--- src/rtl/cache_pkg.sv ---
// -----------------------------------------------------------------------------
// cache_pkg
// Shared definitions for the cache read-path slice: the address field widths
// (byte offset, set, way, tag), a helper that splits a byte address into
// tag and set, and the controller state encoding.
// No ports (package).
// -----------------------------------------------------------------------------
package cache_pkg;

  // Default geometry; modules derive their own widths from their parameters
  // through the functions below so that non-default instances stay consistent.
  localparam int DefaultAddrSize  = 32;
  localparam int DefaultNumSets   = 16;
  localparam int DefaultNumWays   = 4;
  localparam int DefaultBlockSize = 32;

  function automatic int byte_offset_size(input int block_size);
    return $clog2(block_size / 4);
  endfunction

  function automatic int set_size(input int num_sets);
    return $clog2(num_sets);
  endfunction

  function automatic int way_size(input int num_ways);
    return $clog2(num_ways);
  endfunction

  function automatic int tag_size(input int addr_size, input int num_sets,
                                  input int block_size);
    return addr_size - set_size(num_sets) - byte_offset_size(block_size);
  endfunction

  localparam int ByteOffsetSize = byte_offset_size(DefaultBlockSize);
  localparam int SetSize        = set_size(DefaultNumSets);
  localparam int WaySize        = way_size(DefaultNumWays);
  localparam int TagSize        = tag_size(DefaultAddrSize, DefaultNumSets,
                                           DefaultBlockSize);

  // Fields are returned at full 64-bit width; callers size-cast them down to
  // their own TagSize/SetSize.
  typedef struct packed {
    logic [63:0] tag;
    logic [63:0] set;
  } addr_split_t;

  function automatic addr_split_t split_addr(input logic [63:0] addr,
                                             input int offset_bits,
                                             input int set_bits);
    addr_split_t s;
    s.set = (addr >> offset_bits) & ((64'd1 << set_bits) - 64'd1);
    s.tag = addr >> (offset_bits + set_bits);
    return s;
  endfunction

  typedef enum logic [1:0] {
    IDLE,
    LOOKUP,
    MISS,
    FILL
  } cache_state_e;

endpackage

--- src/rtl/cache_replacement_rr.sv ---
// -----------------------------------------------------------------------------
// cache_replacement_rr
// Per-set round-robin replacement state. The victim is the lowest-index
// invalid way when one exists, otherwise the set's round-robin pointer.
// The pointer only moves when the owner pulses advance for a victim that
// actually came from the pointer.
// Ports:
//   clk, rst        clock, synchronous active-high reset (pointers -> 0)
//   set_idx         set being looked up / advanced
//   valid_flags     per-way valid bits of that set
//   advance         increment rr_ptr[set_idx] modulo NUM_WAYS
//   victim_way      selected victim (combinational)
//   victim_from_rr  1 when victim_way came from the round-robin pointer
// -----------------------------------------------------------------------------
module cache_replacement_rr
  import cache_pkg::*;
#(
  parameter int NUM_SETS = 16,
  parameter int NUM_WAYS = 4,
  localparam int SetBits = set_size(NUM_SETS),
  localparam int WayBits = way_size(NUM_WAYS)
) (
  input  logic               clk,
  input  logic               rst,
  input  logic [SetBits-1:0] set_idx,
  input  logic [NUM_WAYS-1:0] valid_flags,
  input  logic               advance,
  output logic [WayBits-1:0] victim_way,
  output logic               victim_from_rr
);

  logic [WayBits-1:0] rr_ptr [NUM_SETS];

  // Pointer array; NUM_WAYS is a power of two so the natural wrap of the
  // WayBits-wide add gives the modulo.
  always_ff @(posedge clk) begin
    if (rst) begin
      for (int s = 0; s < NUM_SETS; s++) begin
        rr_ptr[s] <= '0;
      end
    end else if (advance) begin
      rr_ptr[set_idx] <= rr_ptr[set_idx] + WayBits'(1);
    end
  end

  // Scan from the top down so the lowest-index invalid way wins.
  always_comb begin
    victim_way     = rr_ptr[set_idx];
    victim_from_rr = 1'b1;
    for (int w = NUM_WAYS - 1; w >= 0; w--) begin
      if (!valid_flags[w]) begin
        victim_way     = WayBits'(w);
        victim_from_rr = 1'b0;
      end
    end
  end

endmodule

--- src/rtl/cache_controller.sv ---
// -----------------------------------------------------------------------------
// cache_controller
// Read-path controller for one cache_memory array. A CPU read is latched,
// looked up in the array for one cycle, and either answered from the array
// (hit) or fetched from main memory over a req/ack handshake and written into
// a victim way while the same data is returned to the CPU (miss).
// Ports:
//   clk, rst                         clock, synchronous active-high reset
//   cpu_req_valid/ready/addr         CPU read request (accepted in IDLE)
//   cpu_resp_valid/data              one-cycle response pulse + block
//   mem_req/mem_addr                 block read request, aligned address
//   mem_ack/mem_read_data            one-cycle ack pulse + fetched block
//   cm_way/cm_set/cm_tag             cache_memory select and tag
//   cm_write_enable/cm_write_data    cache_memory fill strobe and data
//   cm_read_data/cm_hits/cm_valid_flags  cache_memory lookup results
// -----------------------------------------------------------------------------
module cache_controller
  import cache_pkg::*;
#(
  parameter int ADDR_SIZE  = 32,
  parameter int NUM_SETS   = 16,
  parameter int NUM_WAYS   = 4,
  parameter int BLOCK_SIZE = 32,
  localparam int OffsetBits = byte_offset_size(BLOCK_SIZE),
  localparam int SetBits    = set_size(NUM_SETS),
  localparam int WayBits    = way_size(NUM_WAYS),
  localparam int TagBits    = tag_size(ADDR_SIZE, NUM_SETS, BLOCK_SIZE)
) (
  input  logic                  clk,
  input  logic                  rst,
  input  logic                  cpu_req_valid,
  output logic                  cpu_req_ready,
  input  logic [ADDR_SIZE-1:0]  cpu_req_addr,
  output logic                  cpu_resp_valid,
  output logic [BLOCK_SIZE-1:0] cpu_resp_data,
  output logic                  mem_req,
  output logic [ADDR_SIZE-1:0]  mem_addr,
  input  logic                  mem_ack,
  input  logic [BLOCK_SIZE-1:0] mem_read_data,
  output logic [WayBits-1:0]    cm_way,
  output logic [SetBits-1:0]    cm_set,
  output logic [TagBits-1:0]    cm_tag,
  output logic                  cm_write_enable,
  output logic [BLOCK_SIZE-1:0] cm_write_data,
  input  logic [BLOCK_SIZE-1:0] cm_read_data,
  input  logic [NUM_WAYS-1:0]   cm_hits,
  input  logic [NUM_WAYS-1:0]   cm_valid_flags
);

  localparam logic [ADDR_SIZE-1:0] OffsetMask =
    ADDR_SIZE'((64'd1 << OffsetBits) - 64'd1);

  cache_state_e          state;
  logic [ADDR_SIZE-1:0]  req_addr;
  logic [WayBits-1:0]    victim_way_q;
  logic                  victim_rr_q;
  logic [BLOCK_SIZE-1:0] fill_buf;

  logic [ADDR_SIZE-1:0]  lookup_addr;
  addr_split_t           lookup_split;
  logic                  hit_any;
  logic [WayBits-1:0]    hit_way;
  logic [WayBits-1:0]    repl_victim;
  logic                  repl_from_rr;
  logic                  repl_advance;

  // In IDLE the array sees the incoming address (nothing depends on it);
  // everywhere else it sees the latched request so set/tag stay stable.
  always_comb begin
    lookup_addr  = (state == IDLE) ? cpu_req_addr : req_addr;
    lookup_split = split_addr(64'(lookup_addr), OffsetBits, SetBits);
    cm_set       = SetBits'(lookup_split.set);
    cm_tag       = TagBits'(lookup_split.tag);
  end

  // Multiple hits are illegal; scanning downwards makes the lowest index win.
  always_comb begin
    hit_any = |cm_hits;
    hit_way = '0;
    for (int w = NUM_WAYS - 1; w >= 0; w--) begin
      if (cm_hits[w]) begin
        hit_way = WayBits'(w);
      end
    end
  end

  assign repl_advance = (state == FILL) && victim_rr_q;

  cache_replacement_rr #(
    .NUM_SETS (NUM_SETS),
    .NUM_WAYS (NUM_WAYS)
  ) u_repl (
    .clk            (clk),
    .rst            (rst),
    .set_idx        (cm_set),
    .valid_flags    (cm_valid_flags),
    .advance        (repl_advance),
    .victim_way     (repl_victim),
    .victim_from_rr (repl_from_rr)
  );

  // Way select, write data and the CPU response. The hit response has to be
  // combinational because cm_hits and cm_read_data only exist in LOOKUP.
  always_comb begin
    cm_way         = '0;
    cm_write_data  = fill_buf;
    cpu_resp_valid = 1'b0;
    cpu_resp_data  = '0;
    case (state)
      LOOKUP: begin
        cm_way = hit_way;
        if (hit_any) begin
          cpu_resp_valid = 1'b1;
          cpu_resp_data  = cm_read_data;
        end
      end
      FILL: begin
        cm_way         = victim_way_q;
        cpu_resp_valid = 1'b1;
        cpu_resp_data  = fill_buf;
      end
      default: begin
        cm_way = '0;
      end
    endcase
  end

  // Main FSM with registered ready/mem_req/mem_addr/write strobe. A reset in
  // MISS simply returns to IDLE; a later mem_ack is ignored outside MISS.
  always_ff @(posedge clk) begin
    if (rst) begin
      state           <= IDLE;
      req_addr        <= '0;
      victim_way_q    <= '0;
      victim_rr_q     <= 1'b0;
      fill_buf        <= '0;
      cpu_req_ready   <= 1'b1;
      mem_req         <= 1'b0;
      mem_addr        <= '0;
      cm_write_enable <= 1'b0;
    end else begin
      case (state)
        IDLE: begin
          if (cpu_req_valid) begin
            req_addr      <= cpu_req_addr;
            cpu_req_ready <= 1'b0;
            state         <= LOOKUP;
          end
        end
        LOOKUP: begin
          if (hit_any) begin
            cpu_req_ready <= 1'b1;
            state         <= IDLE;
          end else begin
            victim_way_q <= repl_victim;
            victim_rr_q  <= repl_from_rr;
            mem_req      <= 1'b1;
            mem_addr     <= req_addr & ~OffsetMask;
            state        <= MISS;
          end
        end
        MISS: begin
          if (mem_ack) begin
            fill_buf        <= mem_read_data;
            mem_req         <= 1'b0;
            cm_write_enable <= 1'b1;
            state           <= FILL;
          end
        end
        FILL: begin
          cm_write_enable <= 1'b0;
          cpu_req_ready   <= 1'b1;
          state           <= IDLE;
        end
        default: begin
          cm_write_enable <= 1'b0;
          mem_req         <= 1'b0;
          cpu_req_ready   <= 1'b1;
          state           <= IDLE;
        end
      endcase
    end
  end

endmodule

--- config.mk ---
export PLATFORM = sky130hd
export DESIGN_NAME = cache_controller
export DESIGN_NICKNAME = d
export VERILOG_FILES = /design/src/rtl/cache_pkg.sv /design/src/rtl/cache_replacement_rr.sv /design/src/rtl/cache_controller.sv
export SDC_FILE = /design/constraint.sdc
export NUM_CORES = 1
export LEC_CHECK = 0
export CORE_UTILIZATION = 47
export CTS_CLUSTER_SIZE = 30
export DETAILED_ROUTE_END_ITERATION = 6
export GPL_TIMING_DRIVEN = 0
export PLACE_DENSITY = 0.95
export SETUP_SLACK_MARGIN = 0.2
export SYNTH_ARGS = -nofsm -noshare
export SYNTH_HDL_FRONTEND = slang
export SYNTH_HIERARCHICAL = 1
export SYNTH_SLANG_ARGS = --single-unit
--- constraint.sdc ---
create_clock -name clk -period 6.12 [get_ports clk]
set_clock_uncertainty 0.2 [all_clocks]
set_input_delay 0.612 -clock clk [delete_from_list [all_inputs] [get_ports clk]]
set_output_delay 0.612 -clock clk [all_outputs]
set_load 0.02 [all_outputs]
==> flow_summary.json, run 1 <==
{
  "status": "finished clean",
  "required_ns": 6.04,
  "crit_path_max_incr_delay_ns": 0.83,
  "yosys-top-cells-area": "dfxtp_1 (33%), edfxtp_1 (16%), nand2_1 (13%)",
  "ys.flop_type": "dfxtp_1",
  "num-fill-cells": 861,
  "grt_antenna_before_repair": 0,
  "grt_busiest_layer": "met2",
  "drtIter0Drc": 602,
  "clock_path_buffers": 2,
  "synth_cell_types": 46,
  "fin_hold_ws_ns": 0.253,
  "synth_top_family_by_area": "simple AND/OR/NAND/NOR gates",
  "cts_hold_buffers": 0,
  "cap_viol_max_count": 0,
  "period_share_pct": 58.1,
  "ys_seq_elements": 130,
  "tightestPinTransition_ns": 0.947,
  "finalHoldViolations": 0,
  "avgRoutedWirePerCell_um": 18.1,
  "gr-total-overflow": 0,
  "synth_edf_count": 32,
  "antenna_cells": 0,
  "yosysWarningCount": 6,
  "instances_no_fill": 1109,
  "use_met1_pct": 36.7,
  "die-width_um": 115,
  "grt_max_degree": 17,
  "synth_top_cell_by_area": "dfxtp_1",
  "clock.fmax_mhz": 281,
  "synth.top_cell.area_share_pct": 32.5,
  "dp_hpwl_um": 14500,
  "clockRootBuffer": "clkbuf_16",
  "use_met3_pct": 7.49,
  "path_buf_inv": 3,
  "nets": 1037,
  "worstSetupStartpointType": "flip-flop",
  "synth_most_common_cell": "nand2_1",
  "min_path_type": "flip-flop to flip-flop",
  "cp.arrival_ns": 3.48,
  "crit_slowest_cell": "nor4b_1",
  "seq_area_frac_synth_pct": 48.4,
  "cts_buffers": 17,
  "drcViolationCount": 0,
  "start_util_pct": 48.0,
  "finalSetupTns_ns": 0,
  "rsz0062_at_grt": "no",
  "synth_xor_area_share_pct": 0,
  "ctsHtreeMaxLevel": 4,
  "place_congestion": 0.930,
  "die-area_mm2": 0.0133,
  "vias": 6032,
  "rows": 41,
  "syn-cell-area_mm2": 0.00603,
  "coreArea_mm2": 0.0126,
  "peakVddDrop_uv": 217,
  "power.density_mw_per_mm2": 249,
  "post_cts_buffers": 0,
  "cp-end-kind": "flip-flop",
  "synth_mux_area_share_pct": 8.56,
  "antenna_left": 0,
  "detail_route.first_pass.iterations": 7,
  "placed_cell_area_mm2": 0.00858,
  "clkLatencyLatePin_ns": 0.42,
  "critPathKind": "flip-flop to flip-flop",
  "period_needed_ns": 3.56,
  "cp_max_fo": 10,
  "wl_um": 20000,
  "synth_compound_area_share_pct": 15.5,
  "relSlewSlack_pct": 36.0,
  "power.leakage_nw": 3.30,
  "cpMostUsedCell": "buf_2",
  "synthCells": 672,
  "utilization_pct": 72.6,
  "grtUsageTotal_pct": 30.0,
  "fin_area_mm2": 0.00912,
  "synth_simple_gate_area_share_pct": 21.4,
  "grtUsageMet2_pct": 51.3,
  "drive_above_1_share_pct": 8.00,
  "placed_cells": 1078,
  "setup_viol": 0,
  "portBuffers": 232,
  "avgSynthCellArea_um2": 8.98,
  "async_flop_share_pct": 0,
  "die_h_um": 115,
  "drv_slew": 0,
  "area_growth_pct": 51.2,
  "path_clk_slew_ns": 0.05,
  "io_pins": 239,
  "critPathTopFamily": "simple AND/OR/NAND/NOR gates",
  "synthAdderAreaFrac_pct": 0.830,
  "synth_commonest_cells": "nand2_1 (210), a21oi_1 (98), dfxtp_1 (98), a22o_1 (34), edfxtp_1 (32)",
  "cts_tree": "built",
  "grt_pass1_wl_um": 30100,
  "grt_pass1_vias": 5782,
  "path_cells": "inv_1 -> ha_1 -> buf_2 -> mux2_1 -> buf_2 -> nor4b_1 -> nand2_1 -> nand2b_1",
  "cts.sinks": 130,
  "vias_per_cell": 5.44,
  "cts-resized-gates": 0
}
## sequential cells by signal (all words and copies together) (netlist names), 2 cells and up, named ones only
register,count
cm_write_data,32
u_repl/rr_ptr,32
req_addr,29
victim_way_q,2
mem_addr,29
## final cells by class
class / instances / area [µm²] / area share, %
multi-input cells: 488 / 2800 / 30.7
repair buffers: 232 / 2320 / 25.5
flip-flops and latches: 130 / 2920 / 32.0
clock buffers: 27 / 523 / 5.73
clock inverters: 4 / 21.3 / 0.233
inverters: 4 / 15.0 / 0.165
well taps: 172 / 215 / 2.36
plain buffers: 52 / 303 / 3.32
## stage by stage
stage	setup WS (ns)	power, W
finish	2.56	0.00228
global route	2.45	0.00235
CTS	2.58	0.00228
detailed placement	2.59	0.00136
global placement	2.60	0.00135
floorplan	3.01	0.00116
## where the power goes
group	leakage (nW)	total, W	internal, W	switching [W]
registers	1.12	0.000917	0.000902	0.0000148
logic	1.90	0.000433	0.000209	0.000223
clock network	0.274	0.000926	0.000578	0.000348
## worst min-delay path, delay by kind of cell (launching register included)
family             cells  cell delay, ns
DFF                    1            0.30
AOI/OAI and AO/OA      1            0.05
and+or+nand+nor        1            0.05
## worst paths after layout
check,endpoint,cells after the start,start,slack (ns)
setup reg to reg,u_repl/rr_ptr[0][0],8,state[0],2.56
hold reg to reg,mem_addr[26],2,mem_addr[26],0.25
hold / removal,mem_addr[26],2,mem_addr[26],0.25
setup / recovery,u_repl/rr_ptr[0][0],8,state[0],2.56
## cells by family (layout without fill, tap and decap cells)
group	count (synthesis)	count (layout)
AND/OR/NAND/NOR	294	294
AO/OA/AOI/OAI	149	149
flip-flops	130	130
buffers and inverters	56	319
multiplexers	38	38
adder cells (fa/ha/maj)	4	4
other	1	3
## per-layer routing
metal  up-vias  wire length (µm)  share of wire, %
met5         -                 0                 0
met4         0               459               2.3
met3        45              1450               7.3
met2       273             10100                50
met1      2889              8060                40
li1       2825                 -                 -
## cells in the final DEF, fill, tap and decap left out, types with 8 or more instances in the layout
cell	netlist	routed
clkdlybuf4s50_1	0	232
nor3_1	18	18
nand2_1	210	210
mux4_2	8	8
nand2b_1	17	17
clkbuf_16	0	17
a22o_1	34	34
edfxtp_1	32	32
clkbuf_1	17	21
nor2_1	23	23
dfxtp_1	98	98
mux2_1	29	29
buf_2	17	17
a21oi_1	98	98
Power figures use the tool's default switching activity.
==> inputs of run 2 (changes only) <==
--- a/config.mk
+++ b/config.mk
@@ -5,11 +5,11 @@
 export SDC_FILE = /design/constraint.sdc
 export NUM_CORES = 1
 export LEC_CHECK = 0
-export CORE_UTILIZATION = 47
+export CORE_UTILIZATION = 44
 export CTS_CLUSTER_SIZE = 30
 export DETAILED_ROUTE_END_ITERATION = 6
 export GPL_TIMING_DRIVEN = 0
-export PLACE_DENSITY = 0.95
+export PLACE_DENSITY = 0.92
 export SETUP_SLACK_MARGIN = 0.2
 export SYNTH_ARGS = -nofsm -noshare
 export SYNTH_HDL_FRONTEND = slang
==> constraint.sdc (replaced) <==
create_clock -name clk -period 3.29 [get_ports clk]
set_clock_uncertainty 0.2 [all_clocks]
set_input_delay 0.329 -clock clk [delete_from_list [all_inputs] [get_ports clk]]
set_output_delay 0.329 -clock clk [all_outputs]
set_load 0.02 [all_outputs]
==> flow_summary.json, run 2 (synthesis results as in run 1) <==
{
  "fin_area_mm2": 0.00928,
  "hold_end": "mem_addr[20]",
  "io_pins": 239,
  "rsz0062_at_grt": "yes",
  "path_clk_slew_ns": 0.06,
  "relSlewSlack_pct": 62.3,
  "path_buf_inv": 5,
  "power.leakage_nw": 3.37,
  "grt_pass1_wl_um": 30700,
  "coreArea_mm2": 0.0133,
  "antenna_cells": 0,
  "drv_slew": 0,
  "drcViolationCount": 0,
  "crit_slowest_cell": "mux4_2",
  "vias_per_cell": 5.41,
  "cts_tree": "built",
  "drive_above_1_share_pct": 10.3,
  "die-area_mm2": 0.0142,
  "min_path_type": "flip-flop to flip-flop",
  "rr_worst_depth": 11,
  "cp.arrival_ns": 2.95,
  "avgRoutedWirePerCell_um": 17.8,
  "antenna_left": 0,
  "gr-total-overflow": 0,
  "power.density_mw_per_mm2": 474,
  "cts_hold_buffers": 0,
  "final_common_cell": "clkdlybuf4s50_1",
  "wl_um": 19900,
  "rrSetupSlack_ns": 0.28,
  "clockRootBuffer": "clkbuf_16",
  "critPathTopFamily": "multiplexers",
  "cts.sinks": 130,
  "worstSetupStartpointType": "flip-flop",
  "instances_no_fill": 1120,
  "r2r_end": "u_repl/rr_ptr[13][1]",
  "drtIter0Drc": 535,
  "peakVddDrop_uv": 305,
  "path_cells": "inv_2 -> ha_4 -> buf_12 -> mux2_2 -> buf_6 -> buf_8 -> mux4_2 -> a22o_4 -> nor3_4 -> buf_4 -> nor4_1",
  "clock_path_buffers": 2,
  "rows": 42,
  "detail_route.first_pass.iterations": 5,
  "placed_cells": 1082,
  "cp_max_fo": 10,
  "r2r_start": "state[0]",
  "num-fill-cells": 991,
  "crit_path_max_incr_delay_ns": 0.48,
  "start_util_pct": 45.4,
  "worst_slack_ns": 0.281,
  "critPathKind": "flip-flop to flip-flop",
  "nets": 1043,
  "min_from": "mem_addr[20]",
  "portBuffers": 232,
  "cts_buffers": 17,
  "tightestPinTransition_ns": 0.557,
  "final_cell_mix": "clkdlybuf4s50_1 (232), nand2_1 (210), a21oi_1 (98), dfxtp_1 (96), a22o_1 (33)",
  "die-width_um": 119,
  "grt_max_degree": 17,
  "area_growth_pct": 53.9,
  "period_share_pct": 91.5,
  "clock.fmax_mhz": 332,
  "ctsHtreeMaxLevel": 4,
  "period_needed_ns": 3.01,
  "cp-end-kind": "flip-flop",
  "grtUsageTotal_pct": 28.0,
  "grt_pass1_vias": 5929,
  "holdPathStages": 2,
  "cap_viol_max_count": 0,
  "die_h_um": 119,
  "dp_hpwl_um": 14400,
  "vias": 6058,
  "dp_slack_ns": -0.187,
  "setup_viol": 0,
  "fin_hold_ws_ns": 0.255,
  "place_congestion": 0.896,
  "clkLatencyLatePin_ns": 0.41,
  "placed_cell_area_mm2": 0.00858,
  "grt_antenna_before_repair": 0,
  "required_ns": 3.23,
  "status": "finished clean",
  "finalHoldViolations": 0
}
==> run 2: cell count changes in the layout (fill, tap and decap cells not counted), sizes merged <==
cell | before | now
bufinv | 0 | 1
clkbuf | 44 | 40
buf | 35 | 40
inv | 5 | 9
clkinvlp | 0 | 2
clkinv | 3 | 2
==> run 2: worst max-delay path by stage <==
stage                     slack, ns  startpoint  cells past startpoint                    to
final                          0.28    state[0]                     11  u_repl/rr_ptr[13][1]
after global routing           0.20    state[0]                     11  u_repl/rr_ptr[15][1]
after CTS                      0.20    state[0]                     11   u_repl/rr_ptr[4][1]
after detailed placement      -0.19    state[0]                      8  u_repl/rr_ptr[12][0]
after global placement        -0.08    state[0]                      7  u_repl/rr_ptr[12][1]
after floorplan                0.24    state[0]                     10  u_repl/rr_ptr[13][1]
==> run 2: layer usage <==
layer  vias up  track usage, %  share of wire (%)
met3        42            6.61                6.8
met1      2902            33.8                 41
li1       2844               -                  -
met5         -               0                  0
met2       270            48.2                 50
met4         0            10.7                2.1
==> run 2: cell type report <==
class,count,area [µm²],share of cell area [%]
sequential,130,2930,31.5
clock inverter,10,93.8,1.01
timing repair buffer,238,2370,25.5
clock buffer,22,495,5.34
inverter,4,15.0,0.162
tap,176,220,2.37
multi-input combinational,488,2840,30.6
buffer,52,327,3.52
==> run 2: power breakdown <==
group	internal (W)	switching, W
registers	0.00168	0.0000257
clock network	0.00115	0.000709
logic	0.000415	0.000423
==> run 2: metrics by stage <==
stage	total power, W	setup TNS [ns]	util [%]
global placement	0.00251	-1.09	64.6
CTS	0.00442	0	69.7
detailed placement	0.00252	-3.34	64.6
global route	0.00455	0	69.8
finish	0.00440	0	69.8
floorplan	0.00215	0	-
==> run 2: timing repair <==
action | CTS | global route
gates cloned | 0 | 0
setup endpoints to repair | 73 | 36
buffers inserted | 6 | 0
resized for setup | 11 | 7
pin swaps | 4 | 1
==> run 2: tightest hold or removal path, delay by kind of cell (launching register included) <==
family | cells | cell delay (ns)
DFF | 1 | 0.31
and+or+nand+nor | 1 | 0.05
AOI/OAI and AO/OA | 1 | 0.05
==> inputs of run 3 (changes only) <==
--- a/config.mk
+++ b/config.mk
@@ -10,6 +10,7 @@
 export DETAILED_ROUTE_END_ITERATION = 6
 export GPL_TIMING_DRIVEN = 0
 export PLACE_DENSITY = 0.92
+export RECOVER_POWER = 100
 export SETUP_SLACK_MARGIN = 0.2
 export SYNTH_ARGS = -nofsm -noshare
 export SYNTH_HDL_FRONTEND = slang
==> constraint.sdc (replaced) <==
create_clock -name clk -period 3.45 [get_ports clk]
set_clock_uncertainty 0.2 [all_clocks]
set_input_delay 0.345 -clock clk [delete_from_list [all_inputs] [get_ports clk]]
set_output_delay 0.345 -clock clk [all_outputs]
set_load 0.02 [all_outputs]
==> flow_summary.json, run 3 (synthesis results as in run 1) <==
{
  "vias_per_cell": 5.35,
  "clockRootBuffer": "clkbuf_16",
  "relSlewSlack_pct": 36.4,
  "grtUsageTotal_pct": 27.1,
  "drcViolationCount": 0,
  "finalSetupTns_ns": 0,
  "clkLatencyLatePin_ns": 0.41,
  "detail_route.first_pass.iterations": 5,
  "cts_tree": "built",
  "dp_slack_ns": 0.0235,
  "die-width_um": 119,
  "cpMostUsedCell": "clkbuf_2",
  "place_congestion": 0.888,
  "final_cell_mix": "nand2_1 (210), dlygate4sd3_1 (120), clkdlybuf4s50_1 (112), a21oi_1 (98), dfxtp_1 (98)",
  "cts.sinks": 130,
  "status": "finished clean",
  "area_growth_pct": 52.6,
  "antenna_left": 0,
  "final_common_cell": "nand2_1",
  "io_pins": 239,
  "rrSetupSlack_ns": 0.13,
  "path_cells": "ha_1 -> clkbuf_2 -> clkbuf_2 -> and2_1 -> nor4bb_1 -> nand2_1 -> nand2b_1",
  "wl_um": 19400,
  "fin_area_mm2": 0.00921,
  "rsz0062_at_grt": "no",
  "setup_viol": 0,
  "grt_antenna_before_repair": 0,
  "cap_viol_max_count": 0,
  "cts_buffers": 17,
  "grt_pass1_vias": 5650,
  "dp_hpwl_um": 14200,
  "period_needed_ns": 3.32,
  "clock.fmax_mhz": 301,
  "vias": 5948,
  "die-area_mm2": 0.0142,
  "placed_cells": 1082,
  "gr-total-overflow": 0,
  "rows": 42,
  "required_ns": 3.36,
  "crit_path_max_incr_delay_ns": 0.85,
  "die_h_um": 119,
  "avgRoutedWirePerCell_um": 17.4,
  "period_share_pct": 96.2,
  "peakVddDrop_uv": 345,
  "worstSetupStartpointType": "flip-flop",
  "drv_slew": 0,
  "holdPathStages": 2,
  "min_path_type": "flip-flop to flip-flop",
  "tightestPinTransition_ns": 0.941,
  "cp-end-kind": "flip-flop",
  "critPathKind": "flip-flop to flip-flop",
  "drtIter0Drc": 577,
  "grt_pass1_wl_um": 29600,
  "power.leakage_nw": 3.64,
  "clock_path_buffers": 2,
  "finalHoldViolations": 0,
  "instances_no_fill": 1112,
  "portBuffers": 232,
  "crit_slowest_cell": "nor4bb_1",
  "coreArea_mm2": 0.0133,
  "cp_max_fo": 10,
  "start_util_pct": 45.4,
  "nets": 1037,
  "drive_above_1_share_pct": 7.80,
  "cp.arrival_ns": 3.23,
  "power.density_mw_per_mm2": 454,
  "grt_max_degree": 17,
  "worst_slack_ns": 0.132,
  "post_cts_buffers": 0,
  "ctsHtreeMaxLevel": 4,
  "rr_worst_depth": 7,
  "placed_cell_area_mm2": 0.00858,
  "antenna_cells": 0,
  "utilization_pct": 69.2,
  "path_clk_slew_ns": 0.06
}
[run 3: worst max-delay path, delay by kind of cell, from the launching register on]
family | cells | cell delay [ns]
fa+ha+maj | 1 | 0.22
flops | 1 | 0.40
simple gates | 4 | 1.60
buf+inv | 2 | 0.59
[run 3: routing by layer]
metal | vias to the layer above | wire, µm | GRT usage (%)
met5 | - | 0 | 0
li1 | 2822 | - | -
met2 | 264 | 9820 | 45.6
met4 | 0 | 412 | 9.73
met1 | 2820 | 7900 | 34.0
met3 | 42 | 1260 | 6.08
[run 3: worst paths after layout]
check | start | end
max | state[0] | u_repl/rr_ptr[14][1]
min | mem_addr[31] | mem_addr[31]
max reg2reg | state[0] | u_repl/rr_ptr[14][1]
min reg2reg | mem_addr[31] | mem_addr[31]
[run 3: power by group]
part	internal (W)	total [W]	switching, W
combinational	0.000353	0.000744	0.000391
clock	0.00118	0.00182	0.000635
sequential	0.00160	0.00162	0.0000233
total	0.00313	0.00418	0.00105
[run 3: cell type report]
cell class	instances	area, µm²
well taps	176	220
repair buffers	232	2320
fillers	1026	4090
inverters	4	15.0
clock buffers	23	510
multi-input cells	488	2820
flip-flops and latches	130	2920
plain buffers	52	299
clock inverters	7	93.8
[run 3: timing repair]
action                                  4_1_cts  5_1_grt
hold buffers                                  0        0
resized for setup                             5       10
endpoints found under the setup margin       49       49
pin swaps                                     1        1
cloned                                        0        0
[run 3: per-stage QoR]
| stage | total power [W] | hold slack [ns] |
|---|---|---|
| after detailed placement | 0.00240 | 0.245 |
| after CTS | 0.00421 | 0.253 |
| final | 0.00418 | 0.253 |
| after global placement | 0.00239 | 0.243 |
| after global routing | 0.00433 | 0.263 |
| after floorplan | 0.00205 | 0.232 |
